--- config.mk ---
export PLATFORM = sky130hd
export DESIGN_NAME = adder_xbit_multi_ctrl
export DESIGN_NICKNAME = d
export VERILOG_FILES = /design/src/rtl/adder_pkg.sv /design/src/rtl/adder_xbit_serial.sv /design/src/rtl/adder_xbit_multi_ctrl.sv
export SDC_FILE = /design/constraint.sdc
export NUM_CORES = 1
export LEC_CHECK = 0
export ABC_AREA = 0
export BUFFER_PORTS_ARGS = -buffer_cell sky130_fd_sc_hd__buf_4
export CAP_MARGIN = 20
export CORE_ASPECT_RATIO = 1.75
export CORE_UTILIZATION = 44
export CTS_BUF_LIST = sky130_fd_sc_hd__clkbuf_2
export CTS_CLUSTER_SIZE = 20
export DETAILED_ROUTE_END_ITERATION = 16
export GPL_TIMING_DRIVEN = 0
export PLACE_DENSITY = 0.67
export SYNTH_ARGS = -nofsm -noshare
export SYNTH_HDL_FRONTEND = slang
export SYNTH_SLANG_ARGS = --single-unit
--- constraint.sdc ---
create_clock -name i_clk -period 4 [get_ports i_clk]
set_clock_uncertainty 0.2 [all_clocks]
set_input_delay 0.6 -clock i_clk [delete_from_list [all_inputs] [get_ports i_clk]]
set_output_delay 0.6 -clock i_clk [all_outputs]
set_load 0.05 [all_outputs]
--- src/rtl/adder_pkg.sv ---
// Shared types for the multi-cycle chunked adder: controller state encoding
// and the chunk index width helper.
package adder_pkg;

   typedef enum logic [1:0] {
      ADD_ST_IDLE,
      ADD_ST_RUN,
      ADD_ST_DONE
   } adder_ctrl_state_t;

   // A single-chunk operand still needs a one-bit index register.
   function automatic int idx_width(input int chunk_num);
      return $clog2(chunk_num > 1 ? chunk_num : 2);
   endfunction

endpackage

--- src/rtl/adder_xbit_serial.sv ---
// Combinational DATA_WIDTH adder slice with carry in and carry out; the
// controller reuses it once per chunk.
module adder_xbit_serial #(
   parameter int DATA_WIDTH = 8
) (
   input  logic [DATA_WIDTH-1:0] a,
   input  logic [DATA_WIDTH-1:0] b,
   input  logic                  cin,
   output logic [DATA_WIDTH-1:0] sum,
   output logic                  cout
);

   logic [DATA_WIDTH:0] total;

   assign total = {1'b0, a} + {1'b0, b} + (DATA_WIDTH+1)'(cin);
   assign sum   = total[DATA_WIDTH-1:0];
   assign cout  = total[DATA_WIDTH];

endmodule

--- src/rtl/adder_xbit_multi_ctrl.sv ---
// Sequences one shared chunk adder over a wide operand, LSB chunk first,
// with a registered carry chain and valid/ready request/result handshakes.
module adder_xbit_multi_ctrl
   import adder_pkg::*;
#(
   parameter int DATA_WIDTH = 8,
   parameter int CHUNK_NUM  = 4
) (
   input  logic                            i_clk,
   input  logic                            i_rst,
   input  logic                            i_req_valid,
   output logic                            o_req_ready,
   input  logic [DATA_WIDTH*CHUNK_NUM-1:0] i_num_a,
   input  logic [DATA_WIDTH*CHUNK_NUM-1:0] i_num_b,
   input  logic                            i_cry,
   input  logic                            i_sub,
   output logic                            o_res_valid,
   input  logic                            i_res_ready,
   output logic [DATA_WIDTH*CHUNK_NUM-1:0] o_res,
   output logic                            o_cry,
   output logic                            o_ovf
);

   localparam int OPER_WIDTH = DATA_WIDTH * CHUNK_NUM;
   localparam int IDX_WIDTH  = idx_width(CHUNK_NUM);
   localparam logic [IDX_WIDTH-1:0] LAST_IDX = IDX_WIDTH'(CHUNK_NUM - 1);

   adder_ctrl_state_t state;
   adder_ctrl_state_t state_next;

   logic [IDX_WIDTH-1:0]  idx;
   logic                  carry;
   logic [OPER_WIDTH-1:0] a_reg;
   logic [OPER_WIDTH-1:0] b_reg;
   logic [OPER_WIDTH-1:0] res;
   logic                  cry_reg;
   logic                  ovf_reg;

   logic [DATA_WIDTH-1:0] a_chunk;
   logic [DATA_WIDTH-1:0] b_chunk;
   logic [DATA_WIDTH-1:0] sum;
   logic                  cout;
   logic                  accept;
   logic                  last_chunk;

   assign a_chunk    = a_reg[int'(idx)*DATA_WIDTH +: DATA_WIDTH];
   assign b_chunk    = b_reg[int'(idx)*DATA_WIDTH +: DATA_WIDTH];
   assign accept     = (state == ADD_ST_IDLE) && i_req_valid;
   assign last_chunk = (idx == LAST_IDX);

   adder_xbit_serial #(
      .DATA_WIDTH(DATA_WIDTH)
   ) u_adder (
      .a    (a_chunk),
      .b    (b_chunk),
      .cin  (carry),
      .sum  (sum),
      .cout (cout)
   );

   always_ff @(posedge i_clk) begin
      if (i_rst) begin
         state <= ADD_ST_IDLE;
      end else begin
         state <= state_next;
      end
   end

   always_comb begin
      state_next = state;
      unique case (state)
         ADD_ST_IDLE: if (i_req_valid) state_next = ADD_ST_RUN;
         ADD_ST_RUN:  if (last_chunk)  state_next = ADD_ST_DONE;
         ADD_ST_DONE: if (i_res_ready) state_next = ADD_ST_IDLE;
         default:     state_next = ADD_ST_IDLE;
      endcase
   end

   // Subtraction is a + ~b + 1, so b is inverted once at accept time.
   always_ff @(posedge i_clk) begin
      if (i_rst) begin
         idx     <= '0;
         carry   <= 1'b0;
         a_reg   <= '0;
         b_reg   <= '0;
         res     <= '0;
         cry_reg <= 1'b0;
         ovf_reg <= 1'b0;
      end else if (accept) begin
         a_reg   <= i_num_a;
         b_reg   <= i_sub ? ~i_num_b : i_num_b;
         carry   <= i_sub | i_cry;
         idx     <= '0;
         res     <= '0;
         cry_reg <= 1'b0;
         ovf_reg <= 1'b0;
      end else if (state == ADD_ST_RUN) begin
         res[int'(idx)*DATA_WIDTH +: DATA_WIDTH] <= sum;
         carry <= cout;
         if (last_chunk) begin
            idx     <= '0;
            cry_reg <= cout;
            ovf_reg <= (a_chunk[DATA_WIDTH-1] == b_chunk[DATA_WIDTH-1]) &&
                       (sum[DATA_WIDTH-1] != a_chunk[DATA_WIDTH-1]);
         end else begin
            idx <= idx + 1'b1;
         end
      end
   end

   assign o_req_ready = (state == ADD_ST_IDLE);
   assign o_res_valid = (state == ADD_ST_DONE);
   assign o_res       = res;
   assign o_cry       = cry_reg;
   assign o_ovf       = ovf_reg;

endmodule
Yosys cells after proc, flatten, opt, wreduce, memory -nomap -nowiden
Cells that the tools add are included.
- bits in registers: 103
- input bits: 70
- output and inout bits: 36
- word-level logic and storage cells: 42
- $add $sub $neg: 4
- equality and inequality tests: 8
- shift-type cells: 4
- muxes and demuxes: 9
- bitwise logic cells: 2
- reductions and logical operators: 7
- operators by type and width (kind ; count):
    32-bit by 6-bit indexed part select with 8-bit output ; 2
    5-bit negator with 33-bit output ; 1
    8-bit by 33-bit variable shift with 32-bit output, first input constant ; 1
    8-bit by 33-bit indexed part select with 32-bit output ; 1
    32-bit bitwise mux ; 1
    32-bit 2-to-1 mux ; 1
    32-bit NOT ; 1
    8-bit by 8-bit adder with 9-bit output ; 1
    9-bit by 1-bit adder with 9-bit output ; 1
    2-bit 2-to-1 mux ; 4
    2-bit case mux with 3 select lines ; 1
    2-bit equality test, second input constant ; 2
    2-bit inequality test, second input constant ; 2
    3-bit AND reduction ; 1
    2-bit by 1-bit adder with 2-bit output, second input constant ; 1
    2-bit by 1-bit equality test with 1-bit output, second input constant ; 1
    1-bit logical AND ; 2
    2-bit logical NOT ; 1
    1-bit 2-to-1 mux ; 2
    2-bit by 1-bit inequality test with 1-bit output, second input constant ; 1
    2-bit AND reduction ; 1
    2-bit nonzero test ; 1
    2-bit OR reduction ; 1
    1-bit equality test ; 1
    2 further kinds ; 2

Depth between registers and ports, before layout
Gate-level depths: netlist (run 1).
- depth after elaboration: 5
- mapped depth: 10

Cells and area by module
A second synthesis (run 1) with hierarchy kept.
- cells, all modules: 503
- area, all modules: 4709.5 sq um
- by module, submodules not included (module ; instances ; cells each ; area each (sq um)):
    adder_xbit_multi_ctrl ; 1 ; 463 ; 4377.9
    adder_xbit_serial ; 1 ; 40 ; 331.6

Least setup slack after synthesis (run 1)
Ideal clock, no wire load.
- path kind: reg2reg
- from: reg idx[0]
- to: reg res[14], in the netlist o_res[14]
- library setup time: 125 ps
- arrival time: 3070 ps
- setup slack: 605 ps
- stages on the path, launching flop included: 10
- cell sequence: dfxtp_1 -> buf_6 -> buf_2 -> mux4_2 -> fa_1 -> fa_1 -> a21o_1 -> a221oi_2 -> xor2_1 -> o21ai_1
- longest elaborated chain between the ends: 5
- elaborated cells on any way between the ends: 8
- classes of those cells: 3 x add/sub; 4 x shift; 1 x mux
- ends and longest elaborated chain (item ; RTL line ; text):
    from (decl) ; adder_xbit_multi_ctrl.sv:31 ; logic [IDX_WIDTH-1:0] idx;
    from (signal assigned) ; adder_xbit_multi_ctrl.sv:106 ; idx <= idx + 1'b1;
    32-bit by 6-bit indexed part select with 8-bit output (on tied branches) ; adder_xbit_multi_ctrl.sv:46, adder_xbit_multi_ctrl.sv:47 ;
    8-bit by 8-bit adder with 9-bit output ; adder_xbit_serial.sv:15 ; assign total = {1'b0, a} + {1'b0, b} + (DATA_WIDTH+1)'(cin);
    9-bit by 1-bit adder with 9-bit output ; adder_xbit_serial.sv:15 ;
    8-bit by 33-bit indexed part select with 32-bit output ; adder_xbit_multi_ctrl.sv:98 ; res[int'(idx)*DATA_WIDTH +: DATA_WIDTH] <= sum;
    32-bit bitwise mux (*) ; adder_xbit_multi_ctrl.sv:98 ;
    to (signal, indexed assignment) ; adder_xbit_multi_ctrl.sv:98 ;
    to (decl) ; adder_xbit_multi_ctrl.sv:35 ; logic [OPER_WIDTH-1:0] res;
Mark *: on every way between the ends. The rest lies on a longest branch, timed or not.
A chain may end at the register's enable or synchronous reset.

Final worst setup path (run 1)
- from: reg idx[1]
- to: reg res[6], in the netlist o_res[6]
Same word-level chain as after synthesis.

==> flow_summary.toml, run 1 <==
[die]
boundaryPins = 106
die_height_um = 139
core_region_area_um2 = 10400
start_util_pct = 45.7
rows = 49
width_of_the_die_um = 80.4
fp.dieArea_um2 = 11200

[logic_synthesis]
post_synthesis_cell_count = 500
ys_top_cells_by_area = "sky130_fd_sc_hd__dfxtp_1, sky130_fd_sc_hd__mux4_2, sky130_fd_sc_hd__xnor2_1"
netlist.top_cell.by_area = "sky130_fd_sc_hd__dfxtp_1"
count_of_state_elements_after_synthesis = 103
post_synth_num_cell_types = 41
synth_seq_area_share_pct = 43.6
ys_warn_count = 0
syn_area_per_cell_um2 = 9.46
synthDominantCellAreaShare_pct = 43.6
syn_nets = 585
netlist_area_um2 = 4730

[route]
detail_route.drc_violations = 0
drt-initial-drc-count = 185
routed_via_density = 5.27
routed_wire_length_per_instance_um = 15.7
routed_wl_um = 12100
detailroute.via_count = 4076
route.layer.met1.wl_um = 4430
drtAntennaViolNets = 0
top_signal_layer_used = "met4"
detailedRoute.firstPassIterationCount = 4
detailroute.wirelength.met3_um = 438
detailroute.wirelength.met2_um = 6790

[clocking]
tritoncts = "built"
cts_made_buffers = 9
cts-htree-levels = 3
clk_latency_ns = 0.61
cts_sinks = 103
clk_root_buffer_cell = "sky130_fd_sc_hd__clkbuf_2"
clk_pin_slew_ns = 0.26
postCtsSetupBuffers = 0
cts-resized-gates = 0
max-clock-path-buffers = 2

[setup_path]
top_fanout_value_on_the_critical_path = 10
regToRegEndpoint = "o_res[6]$_SDFFE_PP0P_"
rrSetupSlack_ns = 0.22
regToRegStartpoint = "idx[1]$_SDFFE_PP0P_"
start_kind = "flop"
category_of_the_most_critical_setup_path = "flop to flop"
cp_data_required_time_ns = 4.31
crit_path_frequent_cell = "sky130_fd_sc_hd__fa_1"
cp_cell_sequence = "buf_2, clkbuf_1, mux4_2, fa_1, fa_1, a21o_1, a221oi_2, xor2_1, o21ai_1"
r2r.worst_path.cells = 9
arrival_ns = 4.09
timing.critical_path.slowest_cell_delay_ns = 0.51
timing.critical_path.slowest_stage_cell = "sky130_fd_sc_hd__clkbuf_1"
cp-end-kind = "flop"

[power]
ir_worst_vdd_uv = 296
power.density_nw_per_um2 = 343
power.static_leakage_nw = 2.45

[cells_and_area]
final_net_count = 726
fin_util_pct = 58.7
syn_to_final_growth_pct = 28.5
final.fill_count = 949
postLayoutCellArea_um2 = 6080
post_route_cells_drive_above_1_share_pct = 26.2
most-common-layout-cells = "sky130_fd_sc_hd__dfxtp_1, sky130_fd_sc_hd__buf_4, sky130_fd_sc_hd__nand2_1"

[hold_path]
hp-start = "i_num_a[21]"
worstHoldPathCells = 3
min-delay-path-class = "input pin to flop"
worst_hold_path.endpoint = "a_reg[21]$_SDFFE_PP0P_"

[placement]
finalWeightedCongestion = 0.878
place_area_um2 = 5660
place.port_buffers = 103
place_hpwl_um = 9470

[global_routing]
maximum_number_of_pins_on_one_net_before_global_route_repair = 18
first_global_vias = 4021
grt_antenna_before_repair = 1
grt_util_all_layers_pct = 22.9
grt_first_pass_wirelength_um = 19200
grt.overflow.total = 0

[sta]
min_period_ns = 3.78
timing_worst_slew_pin_value_ns = 0.609
slew-limit-headroom_pct = 59.4
maxSlewViolCount = 0
grt_setup_unrepaired = "no"
setup_tns_ns = 0
min_period_over_period_pct = 94.6
setup_viol = 0
fmax_ghz = 0.264
finalHoldViolCount = 0

[flow_run]
maxCapViolCount = 0

[status]
result_of_the_run = "finished, final reports clean"
[report_power, final]
group,switching [mW],internal (mW)
Clock,0.351,0.208
Sequential,0.0314,1.08
Combinational,0.223,0.192
Total,0.605,1.48
[synthesized netlist by cell type (all sizes together)]
| cell | instances |
|---|---|
| a21o | 3 |
| buf | 24 |
| a221oi | 1 |
| o21bai | 1 |
| or2 | 1 |
| o311ai | 1 |
| nor4b | 1 |
| nor3 | 2 |
| o21ai | 14 |
| nor4 | 5 |
| mux2i | 2 |
| a31oi | 1 |
| a21oi | 40 |
| o211ai | 1 |
| fa | 2 |
| o21a | 2 |
| nand3 | 15 |
| inv | 5 |
| xor2 | 3 |
| xnor2 | 34 |
| nand2 | 77 |
| dfxtp | 103 |
| and2b | 2 |
| clkbuf | 11 |
| nor3b | 1 |
| and3 | 1 |
| a211oi | 33 |
| a22oi | 20 |
| mux4 | 16 |
| nor2 | 64 |
| ha | 13 |
| nand2b | 1 |
[per-stage QoR]
step	hold slack [ns]	total power [mW]	cells	setup slack [ns]
4_1_cts	0.00325	2.10	771	0.0512
3_5_place_dp	0.247	1.53	730	0.107
2_1_floorplan	0.233	1.39	500	0.605
3_3_place_gp	0.244	1.52	730	0.147
5_1_grt	0.00690	2.18	774	0.0130
6_report	0.0305	2.09	774	0.217
[worst max path at each step]
stage / slack, ns / start / cells after the start / end
floorplan: 0.60 / idx[0]$_SDFFE_PP0P_ / 9 / o_res[14]$_SDFFE_PP0P_
global placement: 0.15 / idx[0]$_SDFFE_PP0P_ / 9 / o_res[22]$_SDFFE_PP0P_
detailed placement: 0.11 / idx[0]$_SDFFE_PP0P_ / 9 / o_res[30]$_SDFFE_PP0P_
CTS: 0.05 / idx[0]$_SDFFE_PP0P_ / 9 / o_res[6]$_SDFFE_PP0P_
global route: 0.01 / idx[1]$_SDFFE_PP0P_ / 9 / o_res[6]$_SDFFE_PP0P_
finish: 0.22 / idx[1]$_SDFFE_PP0P_ / 9 / o_res[6]$_SDFFE_PP0P_
[cell type report]
| class | count | area (um2) | share of cell area [%] |
|---|---|---|---|
| Clock buffer | 9 | 45.0 | 0.741 |
| Multi-Input combinational cell | 357 | 2470 | 40.6 |
| Tap cell | 127 | 159 | 2.61 |
| Timing Repair Buffer | 131 | 1050 | 17.3 |
| Antenna cell | 1 | 2.50 | 0.0412 |
| Sequential cell | 103 | 2060 | 33.9 |
| Clock inverter | 7 | 93.8 | 1.54 |
| Inverter | 5 | 18.8 | 0.309 |
| Buffer | 34 | 179 | 2.94 |
[cells by family after synthesis]
| group | count (synthesis) | synth area share (%) |
|---|---|---|
| simple gates | 170 | 16.9 |
| xor+xnor | 37 | 6.85 |
| flops | 103 | 43.6 |
| compound gates | 117 | 16.0 |
| buf+inv | 40 | 4.28 |
| mux | 18 | 8.04 |
| fa+ha+maj | 15 | 4.28 |
[worst max-delay path, delay by kind of cell, from the launching register on]
family	cells	cell delay (ns)
adder cells (fa/ha/maj)	2	0.87
buffers and inverters	2	0.78
AO/OA/AOI/OAI	3	0.62
flip-flops	1	0.44
multiplexers	1	0.42
XOR/XNOR	1	0.36
[repair_timing]
action | CTS | global route
setup endpoints to repair | 0 | 4
hold buffers | 25 | 3
hold endpoints to repair | 25 | 3
[layer usage]
layer / up-vias / track usage, %
li1: 2031 / -
met5: - / 0
met4: 0 / 12.7
met3: 25 / 4.34
met2: 111 / 42.2
met1: 1909 / 23.1
(Power assumes the default switching activity.)
==> inputs of run 2 (changes only) <==
CORE_ASPECT_RATIO = not set   (was 1.75)
CORE_MARGIN = 3   (was not set)
MAX_ROUTING_LAYER = met4   (was not set)
==> flow_summary.toml, run 2 (same netlist as run 1, synthesis figures left out) <==
[placement]
place_area_um2 = 5670
place_hpwl_um = 9300
finalWeightedCongestion = 0.851
place.port_buffers = 103
dpl_worst_slack_ns = 0.0734

[sta]
min_period_ns = 3.83
setup_viol = 0
timing_worst_slew_pin_value_ns = 0.613
fmax_ghz = 0.261
slew-limit-headroom_pct = 59.1
postLayoutSetupSlackWorst_ns = 0.170
maxSlewViolCount = 0
grt_setup_unrepaired = "no"
finalHoldViolCount = 0
setup_tns_ns = 0
min_period_over_period_pct = 95.8

[die]
die_height_um = 110
core_region_area_um2 = 10400
width_of_the_die_um = 110
boundaryPins = 106
fp.dieArea_um2 = 12000
rows = 37
start_util_pct = 45.6

[cells_and_area]
syn_to_final_growth_pct = 23.1
post_route_cells_drive_above_1_share_pct = 27.4
most-common-layout-cells = "sky130_fd_sc_hd__dfxtp_1, sky130_fd_sc_hd__buf_4, sky130_fd_sc_hd__nand2_1"
postLayoutCellArea_um2 = 5830
number_of_inserted_diodes = 0
final_net_count = 702

[power]
power.total_mw = 2.00
power.density_nw_per_um2 = 342
power.static_leakage_nw = 2.34
ir_worst_vdd_uv = 177

[hold_path]
min-delay-path-class = "input pin to flop"
hp-start = "i_num_a[20]"
worstHoldPathCells = 3
worst_hold_path.endpoint = "a_reg[20]$_SDFFE_PP0P_"

[setup_path]
top_fanout_value_on_the_critical_path = 10
cp_cell_sequence = "buf_2, clkbuf_1, mux4_2, fa_1, fa_1, a21o_1, a221oi_2, xor2_2, o21ai_1"
regToRegStartpoint = "idx[1]$_SDFFE_PP0P_"
cp-end-kind = "flop"
timing.critical_path.slowest_stage_cell = "sky130_fd_sc_hd__clkbuf_1"
timing.critical_path.slowest_cell_delay_ns = 0.51
rrSetupSlack_ns = 0.17
cp_data_required_time_ns = 4.26
arrival_ns = 4.09
crit_path_frequent_cell = "sky130_fd_sc_hd__fa_1"
start_kind = "flop"
r2r.worst_path.cells = 9
category_of_the_most_critical_setup_path = "flop to flop"
regToRegEndpoint = "o_res[22]$_SDFFE_PP0P_"

[clocking]
max-clock-path-buffers = 2
cts_made_buffers = 9
cts_sinks = 103
clk_pin_slew_ns = 0.28
tritoncts = "built"
postCtsSetupBuffers = 0
cts-htree-levels = 3
clk_root_buffer_cell = "sky130_fd_sc_hd__clkbuf_2"
clk_latency_ns = 0.57

[global_routing]
grt_antenna_before_repair = 0
grt.overflow.total = 0
grt_first_pass_wirelength_um = 18700
first_global_vias = 3722
maximum_number_of_pins_on_one_net_before_global_route_repair = 17
grt_util_all_layers_pct = 20.8

[flow_run]
maxCapViolCount = 0

[route]
drt-initial-drc-count = 215
routed_wire_length_per_instance_um = 15.5
routed_wl_um = 11700
drtAntennaViolNets = 0
detailedRoute.firstPassIterationCount = 4
detail_route.drc_violations = 0
detailroute.via_count = 3862
routed_via_density = 5.10

[status]
result_of_the_run = "finished, final reports clean"
run 2: cell type report:
type	instances	area (um2)
fill	958	4540
tap	136	170
inverter	5	18.8
timing repair buffer	107	813
sequential	103	2060
clock buffer	10	50.0
multi-input combinational	357	2470
clock inverter	5	58.8
buffer	34	179
run 2: timing repair:
item / 4_1_cts / 5_1_grt
hold endpoints to repair: 0 / 4
hold buffers: 0 / 4
setup endpoints to repair: 0 / 4
resized for setup: 0 / 1
run 2: worst max-delay path by stage:
stage                   startpoint                      to  slack (ns)  depth (start not counted)
3_3_place_gp   idx[0]$_SDFFE_PP0P_   o_res[6]$_SDFFE_PP0P_        0.09                          9
2_1_floorplan  idx[0]$_SDFFE_PP0P_  o_res[14]$_SDFFE_PP0P_        0.60                          9
6_report       idx[1]$_SDFFE_PP0P_  o_res[22]$_SDFFE_PP0P_        0.17                          9
3_5_place_dp   idx[0]$_SDFFE_PP0P_  o_res[22]$_SDFFE_PP0P_        0.07                          9
5_1_grt        idx[1]$_SDFFE_PP0P_  o_res[30]$_SDFFE_PP0P_        0.03                          9
4_1_cts        idx[0]$_SDFFE_PP0P_  o_res[22]$_SDFFE_PP0P_        0.05                          9
run 2: power breakdown:
group	switching, mW	internal, mW	leakage [nW]	total [mW]
combinational	0.220	0.178	1.43	0.398
clock	0.339	0.144	0.0644	0.483
sequential	0.0332	1.08	0.843	1.11
total	0.592	1.40	2.34	2.00
run 2: routing by layer:
metal / GRT usage (%) / share of wire (%) / up-vias
met5: - / 0 / -
met4: 6.23 / 1.2 / 0
met3: 2.88 / 4.1 / 12
met2: 33.6 / 48 / 100
met1: 27.4 / 46 / 1768
li1: - / - / 1982
run 2: worst max-delay path, delay by kind of cell, from the launching register on:
kind,cells,cell delay (ns)
xor gates and xnor gates,1,0.32
muxes,1,0.44
buffers and inverters,2,0.78
adders and majority gates,2,0.89
AOI/OAI and AO/OA,3,0.67
DFF,1,0.44
run 2: stage by stage:
| step | hold WS [ns] | util [%] | std cells |
|---|---|---|---|
| 2_1_floorplan | 0.233 | - | 500 |
| 3_3_place_gp | 0.240 | 54.7 | 739 |
| 3_5_place_dp | 0.248 | 54.7 | 739 |
| 4_1_cts | 0.0196 | 55.8 | 754 |
| 5_1_grt | 0.000344 | 56.2 | 757 |
| 6_report | 0.0297 | 56.2 | 757 |
==> inputs of run 3 (changes only) <==
CTS_CLUSTER_DIAMETER = 50   (was not set)
clock period = 4.8 ns   (was 4 ns; I/O delays follow)
==> flow_summary.toml, run 3 (same netlist as run 1, synthesis figures left out) <==
[status]
result_of_the_run = "finished, final reports clean"

[sta]
slew-limit-headroom_pct = 59.3
finalHoldViolCount = 0
hold-worst-slack_ns = 0.162
grt_setup_unrepaired = "no"
maxSlewViolCount = 0
min_period_over_period_pct = 83.0
postLayoutSetupSlackWorst_ns = 0.815
fmax_ghz = 0.251
timing_worst_slew_pin_value_ns = 0.611
setup_viol = 0
min_period_ns = 3.98
setup_tns_ns = 0

[cells_and_area]
final_net_count = 699
postLayoutCellArea_um2 = 5780
number_of_inserted_diodes = 0
fin_util_pct = 55.8
final.fill_count = 958
most-common-layout-cells = "sky130_fd_sc_hd__dfxtp_1, sky130_fd_sc_hd__buf_4, sky130_fd_sc_hd__nand2_1"
syn_to_final_growth_pct = 22.2
post_route_cells_drive_above_1_share_pct = 27.5

[setup_path]
category_of_the_most_critical_setup_path = "flop to flop"
timing.critical_path.slowest_cell_delay_ns = 0.59
cp_data_required_time_ns = 5.05
crit_buf_inv = 2
timing.critical_path.slowest_stage_cell = "sky130_fd_sc_hd__mux4_2"
cp_cell_sequence = "buf_6, buf_2, mux4_2, fa_1, fa_1, a21o_1, a221oi_2, xor2_1, o21ai_1"
crit_path_frequent_cell = "sky130_fd_sc_hd__fa_1"
critical_path.top_delay_family = "adder cells"
start_kind = "flop"
top_fanout_value_on_the_critical_path = 10
cp-end-kind = "flop"
arrival_ns = 4.23

[clocking]
postCtsHoldBufs = 0
clk_pin_slew_ns = 0.27
cts-resized-gates = 0
postCtsSetupBuffers = 0
cts_sinks = 103
tritoncts = "built"
clk_root_buffer_cell = "sky130_fd_sc_hd__clkbuf_2"
cts_made_buffers = 9
clk_latency_ns = 0.57
cts-htree-levels = 3
max-clock-path-buffers = 2

[power]
power.density_nw_per_um2 = 287
power.switching_fraction_pct = 29.7
ir_worst_vdd_uv = 148
p_seq_share_pct = 56.0
p_comb_share_pct = 19.8
power.static_leakage_nw = 2.32
pwr-share-clk_pct = 24.3
power.switching_mw = 0.493
cell_internal_pwr_mw = 1.17

[route]
routed_via_density = 5.14
detail_route.drc_violations = 0
detailroute.via_count = 3879
drt-initial-drc-count = 252
drtAntennaViolNets = 0
detailedRoute.firstPassIterationCount = 5
routed_wl_um = 11700
routed_wire_length_per_instance_um = 15.6

[die]
die_height_um = 110
fp.dieArea_um2 = 12000
width_of_the_die_um = 110
boundaryPins = 106
rows = 37
core_region_area_um2 = 10400
start_util_pct = 45.6

[placement]
place.port_buffers = 103
place_hpwl_um = 9300
dpl_worst_slack_ns = 0.873
place_area_um2 = 5670
finalWeightedCongestion = 0.851

[flow_run]
maxCapViolCount = 0

[global_routing]
grt.overflow.total = 0
first_global_vias = 3722
grt_antenna_before_repair = 0
grt_util_all_layers_pct = 20.8
maximum_number_of_pins_on_one_net_before_global_route_repair = 17
grt_first_pass_wirelength_um = 18700

[hold_path]
min-delay-path-class = "input pin to flop"
[run 3: changes by cell type in the layout (fill, tap and decap cells not counted), sizes merged]
cell         previous run  this run
dlygate4sd3             4         0
buf                   126       127
[run 3: worst paths after layout]
check / from / to / slack (ns) / depth (start not counted)
worst max-delay path: idx[0]$_SDFFE_PP0P_ / o_res[22]$_SDFFE_PP0P_ / 0.82 / 9
worst min-delay path: i_num_a[3] / a_reg[3]$_SDFFE_PP0P_ / 0.16 / 3
worst max register to register: idx[0]$_SDFFE_PP0P_ / o_res[22]$_SDFFE_PP0P_ / 0.82 / 9
worst min register to register: a_reg[1]$_SDFFE_PP0P_ / a_reg[1]$_SDFFE_PP0P_ / 0.27 / 2
[run 3: metal layers]
layer | vias up | routed length (um) | track usage, %
met1 | 1771 | 5380 | 27.4
met2 | 123 | 5620 | 33.6
met4 | 0 | 136 | 6.23
met5 | - | 0 | -
met3 | 12 | 610 | 2.88
li1 | 1973 | - | -
[run 3: worst register-to-register path: cells and delay by family, from the launching register on]
family	cells	cell delay, ns
multiplexers	1	0.59
XOR/XNOR	1	0.44
buffers and inverters	2	0.60
adder cells (fa/ha/maj)	2	0.88
flip-flops	1	0.54
AO/OA/AOI/OAI	3	0.65
[run 3: final cells by class]
type	instances	area, um2	area share, %
tap	136	170	2.94
timing repair buffer	103	773	13.4
inverter	5	18.8	0.325
sequential	103	2060	35.7
clock buffer	10	50.0	0.865
multi-input combinational	357	2470	42.6
clock inverter	5	58.8	1.02
buffer	35	184	3.18
[run 3: per-stage QoR]
step | power [mW] | instances
final | 1.66 | 754
after global placement | 1.27 | 739
after detailed placement | 1.27 | 739
after CTS | 1.66 | 754
after floorplan | 1.16 | 500
after global routing | 1.74 | 754
[run 3: power groups by stage]
stage	registers, mW	logic (mW)	clock network [mW]
finish	0.929	0.328	0.403
global route	0.934	0.362	0.440
CTS	0.928	0.331	0.405
detailed placement	0.945	0.329	0
global placement	0.942	0.323	0
floorplan	0.942	0.214	0
